### config.mk
export PLATFORM = sky130hd
export DESIGN_NAME = inst_rom_loader
export DESIGN_NICKNAME = d
export VERILOG_FILES = /design/src/rtl/inst_rom_loader_pkg.sv /design/src/rtl/inst_rom_loader.sv
export SDC_FILE = /design/constraint.sdc
export NUM_CORES = 1
export LEC_CHECK = 0
export ABC_AREA = 1
export CAP_MARGIN = 30
export CORE_MARGIN = 2
export CORE_UTILIZATION = 45
export CTS_CLUSTER_DIAMETER = 60
export DETAILED_ROUTE_END_ITERATION = 6
export PLACE_DENSITY_LB_ADDON = 0.25
export SYNTH_ARGS = -nofsm -noshare
export SYNTH_HDL_FRONTEND = slang
export SYNTH_SLANG_ARGS = --single-unit
### constraint.sdc
create_clock -name clk -period 2.6 [get_ports clk]
set_input_delay 0.39 -clock clk [delete_from_list [all_inputs] [get_ports clk]]
set_output_delay 0.39 -clock clk [all_outputs]
set_load 0.005 [all_outputs]
### src/rtl/inst_rom_loader_pkg.sv
// Shared definitions for the boot-time instruction ROM loader:
// FSM state encodings and the default instruction-memory depth.
package inst_rom_loader_pkg;

  // log2 of the instruction-memory depth in 32-bit words.
  localparam int InstMemNumLog2 = 17;

  // Frame parser states; S_DONE and S_ERR only leave on reset.
  typedef enum logic [2:0] {
    S_LEN_HI = 3'd0,
    S_LEN_LO = 3'd1,
    S_DATA   = 3'd2,
    S_CHK    = 3'd3,
    S_DONE   = 3'd4,
    S_ERR    = 3'd5
  } state_e;

  // True in every state that consumes stream bytes.
  function automatic logic accepts_bytes(input state_e s);
    return (s == S_LEN_HI) || (s == S_LEN_LO) || (s == S_DATA) || (s == S_CHK);
  endfunction

endpackage

### src/rtl/inst_rom_loader.sv
// Boot-time loader: parses a framed byte stream (16-bit word count, big-endian
// instruction words, XOR checksum), writes each word into instruction memory
// and keeps the CPU core in reset until a checksum-valid image is in place.
module inst_rom_loader
  import inst_rom_loader_pkg::*;
#(
  parameter int ADDR_W = InstMemNumLog2
) (
  input  logic              clk,
  input  logic              rst,
  input  logic              in_valid,
  input  logic [7:0]        in_data,
  output logic              in_ready,
  output logic              rom_we,
  output logic [ADDR_W-1:0] rom_waddr,
  output logic [31:0]       rom_wdata,
  output logic              cpu_rst,
  output logic              load_done,
  output logic              load_err
);

  // Largest legal word count; 33 bits so the comparison never overflows.
  localparam logic [32:0] MaxWords = 33'd1 << ADDR_W;

  state_e            state_q;
  logic [15:0]       len_q;
  // One bit wider than the address so a full-memory image ends without wrap.
  logic [ADDR_W:0]   word_cnt_q;
  logic [1:0]        byte_cnt_q;
  // Only the three earlier bytes of a word need storing; the fourth is
  // taken straight from in_data when the word is written.
  logic [23:0]       asm_q;
  logic [7:0]        chk_q;
  logic              rom_we_q;
  logic [ADDR_W-1:0] rom_waddr_q;
  logic [31:0]       rom_wdata_q;
  logic              cpu_rst_q;
  logic              load_done_q;
  logic              load_err_q;

  logic              xfer;
  logic [15:0]       len_d;
  logic [ADDR_W:0]   word_cnt_d;
  logic              last_word;

  // Handshake and next-value helpers; rst gates in_ready so no byte is
  // consumed while the loader is being reset.
  assign in_ready   = ~rst & accepts_bytes(state_q);
  assign xfer       = in_valid & in_ready;
  assign len_d      = {len_q[15:8], in_data};
  assign word_cnt_d = word_cnt_q + {{ADDR_W{1'b0}}, 1'b1};
  assign last_word  = (33'(word_cnt_d) == 33'(len_q));

  // Frame parser with registered ROM-write and status outputs.
  always_ff @(posedge clk) begin
    // NOTE: all state here uses non-blocking assignments so every register
    // samples the pre-edge values of the others, independent of statement order.
    if (rst) begin
      state_q     <= S_LEN_HI;
      len_q       <= '0;
      word_cnt_q  <= '0;
      byte_cnt_q  <= '0;
      asm_q       <= '0;
      chk_q       <= '0;
      rom_we_q    <= 1'b0;
      rom_waddr_q <= '0;
      rom_wdata_q <= '0;
      cpu_rst_q   <= 1'b1;
      load_done_q <= 1'b0;
      load_err_q  <= 1'b0;
    end else begin
      rom_we_q <= 1'b0;
      if (xfer) begin
        unique case (state_q)
          S_LEN_HI: begin
            len_q[15:8] <= in_data;
            state_q     <= S_LEN_LO;
          end
          S_LEN_LO: begin
            len_q      <= len_d;
            word_cnt_q <= '0;
            byte_cnt_q <= '0;
            chk_q      <= '0;
            if (33'(len_d) > MaxWords) begin
              state_q    <= S_ERR;
              load_err_q <= 1'b1;
            end else if (len_d == 16'd0) begin
              state_q <= S_CHK;
            end else begin
              state_q <= S_DATA;
            end
          end
          S_DATA: begin
            asm_q      <= {asm_q[15:0], in_data};
            chk_q      <= chk_q ^ in_data;
            byte_cnt_q <= byte_cnt_q + 2'd1;
            if (byte_cnt_q == 2'd3) begin
              rom_we_q    <= 1'b1;
              rom_waddr_q <= word_cnt_q[ADDR_W-1:0];
              rom_wdata_q <= {asm_q, in_data};
              word_cnt_q  <= word_cnt_d;
              if (last_word) begin
                state_q <= S_CHK;
              end
            end
          end
          S_CHK: begin
            if (in_data == chk_q) begin
              state_q     <= S_DONE;
              cpu_rst_q   <= 1'b0;
              load_done_q <= 1'b1;
            end else begin
              state_q    <= S_ERR;
              load_err_q <= 1'b1;
            end
          end
          default: ;
        endcase
      end
    end
  end

  assign rom_we    = rom_we_q;
  assign rom_waddr = rom_waddr_q;
  assign rom_wdata = rom_wdata_q;
  assign cpu_rst   = cpu_rst_q;
  assign load_done = load_done_q;
  assign load_err  = load_err_q;

endmodule

# Yosys cells after proc, flatten, opt, wreduce, memory -nomap -nowiden
# Cells that the tools add are included.
[totals]
ff_bits = 124
in_bits = 11
output_inout_bits = 54
[classes]
addsub = 2
n_eq_ne = 8
n_mux = 10
bitwise = 7
reduce_logical = 17
[op_table]
columns = ["op", "n"]
rows = [
  ["18-bit case mux with 2 select lines", 1],
  ["18-bit by 1-bit adder with 18-bit output (second input constant)", 1],
  ["18-bit by 16-bit == test with 1-bit output", 1],
  ["18-bit 2-to-1 mux", 1],
  ["16-bit logical NOT", 1],
  ["8-bit case mux with 2 select lines", 1],
  ["3-bit case mux with 4 select lines", 1],
  ["3-bit AND reduction", 4],
  ["8-bit == test", 1],
  ["2-bit AND reduction", 4],
  ["8-bit bitwise XOR", 1],
  ["3-bit by 2-bit == test with 1-bit output (second input constant)", 2],
  ["3-bit 2-to-1 mux", 2],
  ["1-bit NOT", 4],
  ["2-bit case mux with 2 select lines", 1],
  ["4-bit AND reduction", 1],
  ["4-bit nonzero test", 1],
  ["3-bit by 1-bit == test with 1-bit output (second input constant)", 1],
  ["3-bit logical NOT", 1],
  ["1-bit logical OR", 3],
  ["1-bit 2-to-1 mux", 3],
  ["3-bit OR reduction", 1],
  ["2-bit by 1-bit adder with 2-bit output (second input constant)", 1],
  ["1-bit AND", 2],
  ["other kinds (4)", 4],
]

# Longest topological paths before layout
# Gate-level depths: netlist of run 1.
[depth]
word_depth = 8
depth_mapped = 16
mapped_depth_nobuf = 16

# Worst setup path after synthesis of run 1
# No wires, ideal clock.
[synth_path]
path_type = "reg2reg"
from = "register word_cnt_q[1]"
to = "register state_q[1]"
arrival_ps = 1690
required_ps = 2485
path_slack_ps = 795
path_stages_with_launch = 17
synth_period_minus_slack_ps = 1805
path_cell_list = "dfxtp_1 ha_1 nand2_2 nor2_2 nand2_1 inv_1 nand2_1 nand2_1 nand2_1 nor2_1 nand2_1 nor2_1 nand3_1 nand2_1 nand3_1 nand2_1 nor2_1"
[synth_between]
elab_chain_len = 4
[synth_lines]
columns = ["element", "line_no", "rtl"]
rows = [
  ["start: declaration", "inst_rom_loader.sv:28", "logic [ADDR_W:0] word_cnt_q;"],
  ["start signal: assignment", "inst_rom_loader.sv:101", "word_cnt_q <= word_cnt_d;"],
  ["18-bit by 1-bit adder with 18-bit output", "inst_rom_loader.sv:51", "assign word_cnt_d = word_cnt_q + {{ADDR_W{1'b0}}, 1'b1};"],
  ["18-bit by 16-bit == test with 1-bit output", "inst_rom_loader.sv:52", "assign last_word = (33'(word_cnt_d) == 33'(len_q));"],
  ["2-bit inequality test (no source line)", "-", ""],
  ["4-bit AND reduction (no source line)", "-", ""],
  ["end signal: assignment", "inst_rom_loader.sv:59", "state_q <= S_LEN_HI;"],
  ["end signal: assignment", "inst_rom_loader.sv:77", "state_q <= S_LEN_LO;"],
  ["end signal: assignment", "inst_rom_loader.sv:85", "state_q <= S_ERR;"],
  ["end: declaration", "inst_rom_loader.sv:25", "state_e state_q;"],
]
# No other way between the ends.
# A chain may end at the register's enable or synchronous reset.

# Worst setup path after layout of run 1
[layout_path]
from = "register state_q[1]"
to = "register rom_waddr_q[0] (netlist: rom_waddr[0])"
[layout_between]
elab_chain_len = 7
[layout_lines]
columns = ["element", "line_no", "rtl"]
rows = [
  ["3-bit by 1-bit == test with 1-bit output or 3-bit logical NOT (tied branches)", "inst_rom_loader_pkg.sv:20", "return (s == S_LEN_HI) || (s == S_LEN_LO) || (s == S_DATA) || (s == S_CHK);"],
  ["1-bit logical OR (3 in a row)", "inst_rom_loader_pkg.sv:20", ""],
  ["1-bit AND", "inst_rom_loader.sv:48", "assign in_ready = ~rst & accepts_bytes(state_q);"],
  ["1-bit AND", "inst_rom_loader.sv:49", "assign xfer = in_valid & in_ready;"],
  ["3-bit AND reduction (no source line) (*)", "-", ""],
  ["end signal: assignment", "inst_rom_loader.sv:99", "rom_waddr_q <= word_cnt_q[ADDR_W-1:0];"],
  ["end: declaration", "inst_rom_loader.sv:35", "logic [ADDR_W-1:0] rom_waddr_q;"],
]
# Every way passes the cells marked *; elsewhere a longest branch is shown, timed or not.

==> results of run 1 <==
state kept, by name, summed over array words and instances, names as in the netlist, 2 cells and up:
name,flops
chk_q,8
state_q,3
byte_cnt_q,2
word_cnt_q,18
asm_q,24
rom_waddr,17
rom_wdata,32
len_q,16
where the power goes:
| group | leakage, nW | switching, mW | internal, mW |
|---|---|---|---|
| clock | 0.290 | 0.878 | 1.46 |
| combinational | 1.32 | 0.143 | 0.0881 |
| sequential | 1.00 | 0.0293 | 1.94 |
critical path: stages (launching register included):
cell     delay [ns]
dfxtp_1        0.43
inv_2          0.07
nor3_2         0.18
inv_2          0.11
nand2_2        0.12
nand2_4        0.10
nor2_2         0.11
inv_2          0.17
nor2_4         0.16
buf_6          0.36
o21ai_0        0.16
a21oi_1        0.15
cell families (layout without fill, tap and decap cells):
logic type / count (synthesis) / count (layout)
DFF: 124 / 124
xor gates and xnor gates: 16 / 16
adders and majority gates: 2 / 2
buffers and inverters: 85 / 165
and+or+nand+nor: 332 / 332
AOI/OAI and AO/OA: 161 / 161
layer usage:
metal | up-vias | wire (um)
li1 | 2476 | -
met1 | 2235 | 6121
met2 | 132 | 6332
met3 | 22 | 660
met4 | 0 | 240
met5 | - | 0
cell type report:
type / instances / area [um2] / area share
Clock inverter: 13 / 138.9 / 0.02098
Inverter: 54 / 202.7 / 0.03062
Multi-Input combinational cell: 511 / 2399 / 0.3624
Timing Repair Buffer: 79 / 764.5 / 0.1155
Sequential cell: 124 / 2482 / 0.3750
Tap cell: 143 / 178.9 / 0.02703
Clock buffer: 19 / 452.9 / 0.06843
path summary, 6_finish.rpt:
path,from,endpoint,slack [ns],depth (start not counted)
worst max-delay path,state_q[1]$_SDFFE_PP0P_,rom_waddr[0]$_SDFFE_PP0P_,0.36,11
worst min-delay path,cpu_rst$_SDFFE_PP1P_,cpu_rst$_SDFFE_PP1P_,0.45,2
worst max register to register,state_q[1]$_SDFFE_PP0P_,rom_waddr[0]$_SDFFE_PP0P_,0.36,11
worst min register to register,cpu_rst$_SDFFE_PP1P_,cpu_rst$_SDFFE_PP1P_,0.45,2
synth_stat cells:
cell type,count
nand2_2,2
xnor2_1,9
nand3b_1,2
nand2_1,161
nand4_1,6
nor2_2,8
xor2_1,5
inv_2,5
nor2_1,100
xor3_1,1
nor3_2,1
xnor3_1,1
dfxtp_1,124
nor2_4,1
clkbuf_1,19
inv_1,48
buf_4,6
clkinv_1,1
nand2_4,1
buf_2,5
o21ai_1,7
ha_1,2
nor4_1,3
or2_2,5
o21ai_0,65
a211oi_1,3
a21oi_1,84
nand3_1,39
nor3_1,2
and2_1,1
a31oi_1,2
buf_6,1
repair_timing:
action,in CTS,in global routing
endpoints found under the setup margin,0,1
buffers inserted,0,0
resized for setup,0,1
==> impl_results.md, run 1 <==
- Synth Area in Compound Gates: 0.1558
- Hold_buf cts: 0
- Gr busiest metal: met2
- Clock sink total: 124
- GR Util met2: 0.3588
- Mux cell area share after synthesis: 0
- Vias in the first global route: 4574
- Die Y: 111.9 um
- Routed wire length: 13350 um
- PnR Total Power: 4.539 mW
- Seq/Total Area, Yosys: 0.4741
- Largest net degree at the start of global routing: 70
- Crit share post-route: 0.8612
- Hold Violations, Final: 0
- Antenna diode count: 0
- Hold Slack: 0.4513 ns
- Worst relative slew slack: 0.5927
- Post-DRT Antenna Nets: 0
- Routed vias/inst: 5.159
- Worst setup SP type: flip-flop
- Mapped Nets: 733
- Final TNS setup: 0 ns
- Rows: 39
- Post-Route Skew: 0.008604 ns
- Placer Congestion: 0.8664
- Num CTS Buffers: 17
- Met1 GRT Util: 0.2815
- Pre-antenna DRT Iters: 6
- Root buf cell: clkbuf_16
- DP Worst Slack: 0.1189 ns
- Finished Layout Cells: 943
- CTS HTree Levels: 4
- Minimum clock period: 2.239 ns
- Total Nets Final: 800
- Post-Syn Area: 5236 um2
- Area grow syn2layout: 26.40%
- Arr. time, crit path: 2.58 ns
- Final setup viols: 0
- Ports: 65
- Worst min path class: reg2reg
- CTS tree: done
- Post-DP Area: 6023 um2
- CP Data Required Time: 2.94 ns
- Worst Max-Slew Pin Slew: 0.6110 ns
- Clk_lat worst skew: 0.41 ns
- Crit Path Category: reg2reg
- Synth Register Bits: 124
- Clock tree buffer depth: 2
- Layout cells sized above 1: 0.08875
- Final HPWL DP: 8949 um
- MaxCap Viol Count: 0
- Worst Slack Setup Final: 0.3609 ns
- GRT met3 Usage: 0.05553
- Critical Path End Type: flip-flop
- Area of the die: 12510 um2
- Initial antenna violation count: 0
- Wirelength per Cell: 14.16 um
- Unrepaired setup endpoints after global routing: false
- Most common cell after layout, fill and taps aside: nand2_1
- DP Cell Count: 911
- Max-slew violations: 0
- Final Cell Area: 6619 um2
- Synth Area in Adders: 0.004779
- Die width: 111.9 um
- Worst-path clk slew: 0.06 ns
- Max IR drop VDD: 0.6007 mV
- Synth top area cells: dfxtp_1, nand2_1, a21oi_1
- Post-Synth Simple-Gate Area: 0.2652
- Crit-path max FO: 58
- Port Buffers: 64
- First-pass GRT wire length: 22000 um
- CORE AREA: 11370 um2
- Gate Count Post-Synth: 720
- Fillers: 1066
- Total number of vias: 4865
- DRC viols: 0
- Initial Utilization: 0.4605
- Largest family of logic cells by synthesized area: simple AND/OR/NAND/NOR gates
- Lkg Pwr: 2.609 nW
- Post-synthesis cell type count: 32
- Status: finished clean
- Final Util: 0.5822
- GRT Total Usage: 0.2193
- PwrDens: 685.8 nW/um2
- Synth Warn #: 0
- Post-synth top area cell: dfxtp_1
- Maximum clock frequency: 446.6 MHz
- Initial detailed-routing violation count: 379
- Remaining Overflow, GRT: 0
- Synthesized area per cell: 7.273 um2
- Most frequent cells in the layout: nand2_1, dfxtp_1, nor2_1, a21oi_1, o21ai_0
- Post-synth top area share: 0.4741
- Xor/xnor share of the synthesized area: 0.03226
(Power assumes the default switching activity.)
==> run 2: changes to the inputs <==
--- a/config.mk
+++ b/config.mk
@@ -6,7 +6,7 @@
 export NUM_CORES = 1
 export LEC_CHECK = 0
 export ABC_AREA = 1
-export CAP_MARGIN = 30
+export CAP_MARGIN = 5
 export CORE_MARGIN = 2
 export CORE_UTILIZATION = 45
 export CTS_CLUSTER_DIAMETER = 60
==> results of run 2 <==
No change in the layout: final DEF, timing and power equal those of run 1.
==> run 3: changes to the inputs <==
--- a/config.mk
+++ b/config.mk
@@ -7,6 +7,7 @@
 export LEC_CHECK = 0
 export ABC_AREA = 1
 export CAP_MARGIN = 5
+export CORE_ASPECT_RATIO = 0.9
 export CORE_MARGIN = 2
 export CORE_UTILIZATION = 45
 export CTS_CLUSTER_DIAMETER = 60
==> impl_results.md, run 3 (same netlist as run 1, synthesis figures left out) <==
- Status: finished clean (unchanged)
- Pre-antenna DRT Iters: 5 (was 6)
- Total Nets Final: 796 (was 800)
- Worst path cell trace: ha_1 > nand2_2 > nor2_2 > nand2_1 > inv_1 > nand2_1 > nand2_1 > nand2_1 > nor2_1 > nand2_1 > nor2_1 > nand3_1 > nand2_1 > nand3_1 > nand2_1 > nor2_1 (was inv_2 > nor3_2 > inv_2 > nand2_2 > nand2_4 > nor2_2 > inv_2 > nor2_4 > buf_6 > o21ai_0 > a21oi_1)
- Rows: 37 (was 39)
- Setup crit start: word_cnt_q[1]$_SDFFE_PP0P_ (was state_q[1]$_SDFFE_PP0P_)
- Crit Path Category: reg2reg (unchanged)
- Num CTS Buffers: 17 (unchanged)
- CP Depth: 16 (was 11)
- RR Startpoint: word_cnt_q[1]$_SDFFE_PP0P_ (was state_q[1]$_SDFFE_PP0P_)
- Area of the die: 12520 um2 (was 12510 um2)
- Worst-path clk slew: 0.06 ns (about the same)
- Wirelength per Cell: 14.03 um (was 14.16 um)
- Maximum clock frequency: 447.0 MHz (was 446.6 MHz)
- Clock tree buffer depth: 2 (unchanged)
- CTS tree: done (unchanged)
- Vias in the first global route: 4695 (was 4574)
- Arr. time, crit path: 2.54 ns (was 2.58 ns)
- Clock share of power: 0.513 (was 0.516)
- MaxCap Viol Count: 0 (unchanged)
- Largest net degree at the start of global routing: 62 (was 70)
- Worst min path class: reg2reg (unchanged)
- Die width: 117.7 um (was 111.9 um)
- Antenna diode count: 0 (unchanged)
- Die Y: 106.3 um (was 111.9 um)
- Crit path capture: state_q[1]$_SDFFE_PP0P_ (was rom_waddr[0]$_SDFFE_PP0P_)
- Routed vias/inst: 5.206 (was 5.159)
- R2r setup slk: 0.36 ns (about the same)
- Worst setup SP type: flip-flop (unchanged)
- Initial detailed-routing violation count: 320 (was 379)
- Worst relative slew slack: 0.5833 (was 0.5927)
- Area grow syn2layout: 25.88% (was 26.40%)
- Port Buffers: 64 (unchanged)
- Worst Slack Setup Final: 0.3628 ns (was 0.3609 ns)
- Max IR drop VDD: 0.5576 mV (was 0.6007 mV)
- Placer Congestion: 0.8831 (was 0.8664)
- Initial Utilization: 0.4598 (was 0.4605)
- First-pass GRT wire length: 22470 um (was 22000 um)
- Sw power: 1.048 mW (was 1.050 mW)
- DRC viols: 0 (unchanged)
- Max-slew violations: 0 (unchanged)
- Initial antenna violation count: 0 (unchanged)
- Final Util: 0.5788 (was 0.5822)
- Critical Path End Type: flip-flop (unchanged)
- Most common cell after layout, fill and taps aside: nand2_1 (unchanged)
- Hold Violations, Final: 0 (unchanged)
- Post-Route Skew: 0.01000 ns (was 0.008604 ns)
- Most frequent cells in the layout: nand2_1, dfxtp_1, nor2_1, a21oi_1, o21ai_0 (unchanged)
- Root buf cell: clkbuf_16 (unchanged)
- Max reg flops: 32 (unchanged)
- PwrDens: 683.4 nW/um2 (was 685.8 nW/um2)
- Lkg Pwr: 2.580 nW (was 2.609 nW)
- Crit share post-route: 0.8605 (was 0.8612)
- Total number of vias: 4951 (was 4865)
- CORE AREA: 11390 um2 (was 11370 um2)
- Fillers: 1074 (was 1066)
- Final TNS setup: 0 ns (unchanged)
- CP peak stage delay: 0.43 ns (about the same)
- Unrepaired setup endpoints after global routing: false (unchanged)
- Sequential power share: 0.436 (was 0.433)
- Clk_lat worst skew: 0.41 ns (about the same)
- CTS HTree Levels: 4 (unchanged)
- Hold Slack: 0.4618 ns (was 0.4513 ns)
- DP Worst Slack: 0.1918 ns (was 0.1189 ns)
- Switch share: 0.2327 (was 0.2314)
- Comb pwr share: 0.050 (was 0.051)
- Reg2reg end: state_q[1]$_SDFFE_PP0P_ (was rom_waddr[0]$_SDFFE_PP0P_)
- Routed wire length: 13340 um (was 13350 um)
- Minimum clock period: 2.237 ns (was 2.239 ns)
- GRT Total Usage: 0.2237 (was 0.2193)
- Post-DRT Antenna Nets: 0 (unchanged)
- Final setup viols: 0 (unchanged)
- Setup Fix Bufs, Post-CTS: 0 (unchanged)
- Hold_buf cts: 0 (unchanged)
- Crit-path max FO: 5 (was 58)
- Final HPWL DP: 8870 um (was 8949 um)
- Slowest cell on crit path: dfxtp_1 (unchanged)
- Buf+Inv Stages, Crit Path: 1 (was 4)
- Ports: 65 (unchanged)
- P_int: 3.456 mW (was 3.489 mW)
- Cell family with most CP delay: simple AND/OR/NAND/NOR gates (was buffers and inverters)
- Worst r2r path cells: 16 (was 11)
- Cell mode on critical path: nand2_1 (was inv_2)
- Layout cells sized above 1: 0.08302 (was 0.08875)
- Remaining Overflow, GRT: 0 (unchanged)
- Worst Max-Slew Pin Slew: 0.6250 ns (was 0.6110 ns)
- CP Data Required Time: 2.90 ns (was 2.94 ns)
- CTS resizes: 0 (unchanged)
- Clock sink total: 124 (unchanged)
-- run 3: cell types whose count changed in the layout (fill, tap and decap cells not counted), sizes merged --
cell / previous run / this run
buf: 16 / 12
clkbuf: 19 / 18
-- run 3: stage by stage --
stage	instance area (um2)	total power, mW	cells
6_report	6591	4.505	951
4_1_cts	6591	4.539	951
2_1_floorplan	5236	2.141	720
3_3_place_gp	6010	2.224	920
3_5_place_dp	6010	2.229	920
5_1_grt	6591	4.653	951
-- run 3: area by class of cell --
cell class	instances	area, um2	area share
clock buffers	18	439.2	0.06663
inverters	54	202.7	0.03075
clock inverters	13	142.6	0.02164
well taps	156	195.2	0.02961
multi-input cells	511	2399	0.3639
flip-flops and latches	124	2482	0.3766
repair buffers	75	730.7	0.1109
-- run 3: worst min-delay path by stage --
stage / start / to / slack [ns] / cells past startpoint
floorplan: byte_cnt_q[0]$_SDFFE_PP0P_ / byte_cnt_q[0]$_SDFFE_PP0P_ / 0.44 / 1
global placement: cpu_rst$_SDFFE_PP1P_ / cpu_rst$_SDFFE_PP1P_ / 0.43 / 2
detailed placement: rom_wdata[17]$_SDFFE_PP0P_ / rom_wdata[17]$_SDFFE_PP0P_ / 0.45 / 2
CTS: rom_wdata[17]$_SDFFE_PP0P_ / rom_wdata[17]$_SDFFE_PP0P_ / 0.46 / 2
global route: rom_wdata[19]$_SDFFE_PP0P_ / rom_wdata[19]$_SDFFE_PP0P_ / 0.48 / 2
finish: load_done$_SDFFE_PP0P_ / load_done$_SDFFE_PP0P_ / 0.46 / 2
-- run 3: metal layers --
layer | vias up | track usage | wire (um)
met2 | 149 | 0.3588 | 6157
met4 | 0 | 0.08262 | 226
met1 | 2303 | 0.2920 | 6198
li1 | 2477 | - | -
met3 | 22 | 0.05633 | 756
met5 | - | 0 | 0
-- run 3: worst reg2reg max path, cell delays in order (launching register included) --
cell	delay, ns
dfxtp_1	0.43
ha_1	0.25
nand2_2	0.10
nor2_2	0.13
nand2_1	0.15
inv_1	0.11
nand2_1	0.06
nand2_1	0.06
nand2_1	0.06
nor2_1	0.11
nand2_1	0.08
nor2_1	0.13
nand3_1	0.16
nand2_1	0.14
nand3_1	0.08
nand2_1	0.06
nor2_1	0.04
-- run 3: power groups by stage --
| stage | sequential [mW] | clock [mW] | combinational (mW) |
|---|---|---|---|
| after floorplan | 2.00 | 0 | 0.144 |
| after global placement | 2.00 | 0 | 0.219 |
| after detailed placement | 2.01 | 0 | 0.224 |
| after CTS | 1.96 | 2.35 | 0.226 |
| after global routing | 1.97 | 2.43 | 0.252 |
| final | 1.96 | 2.31 | 0.227 |
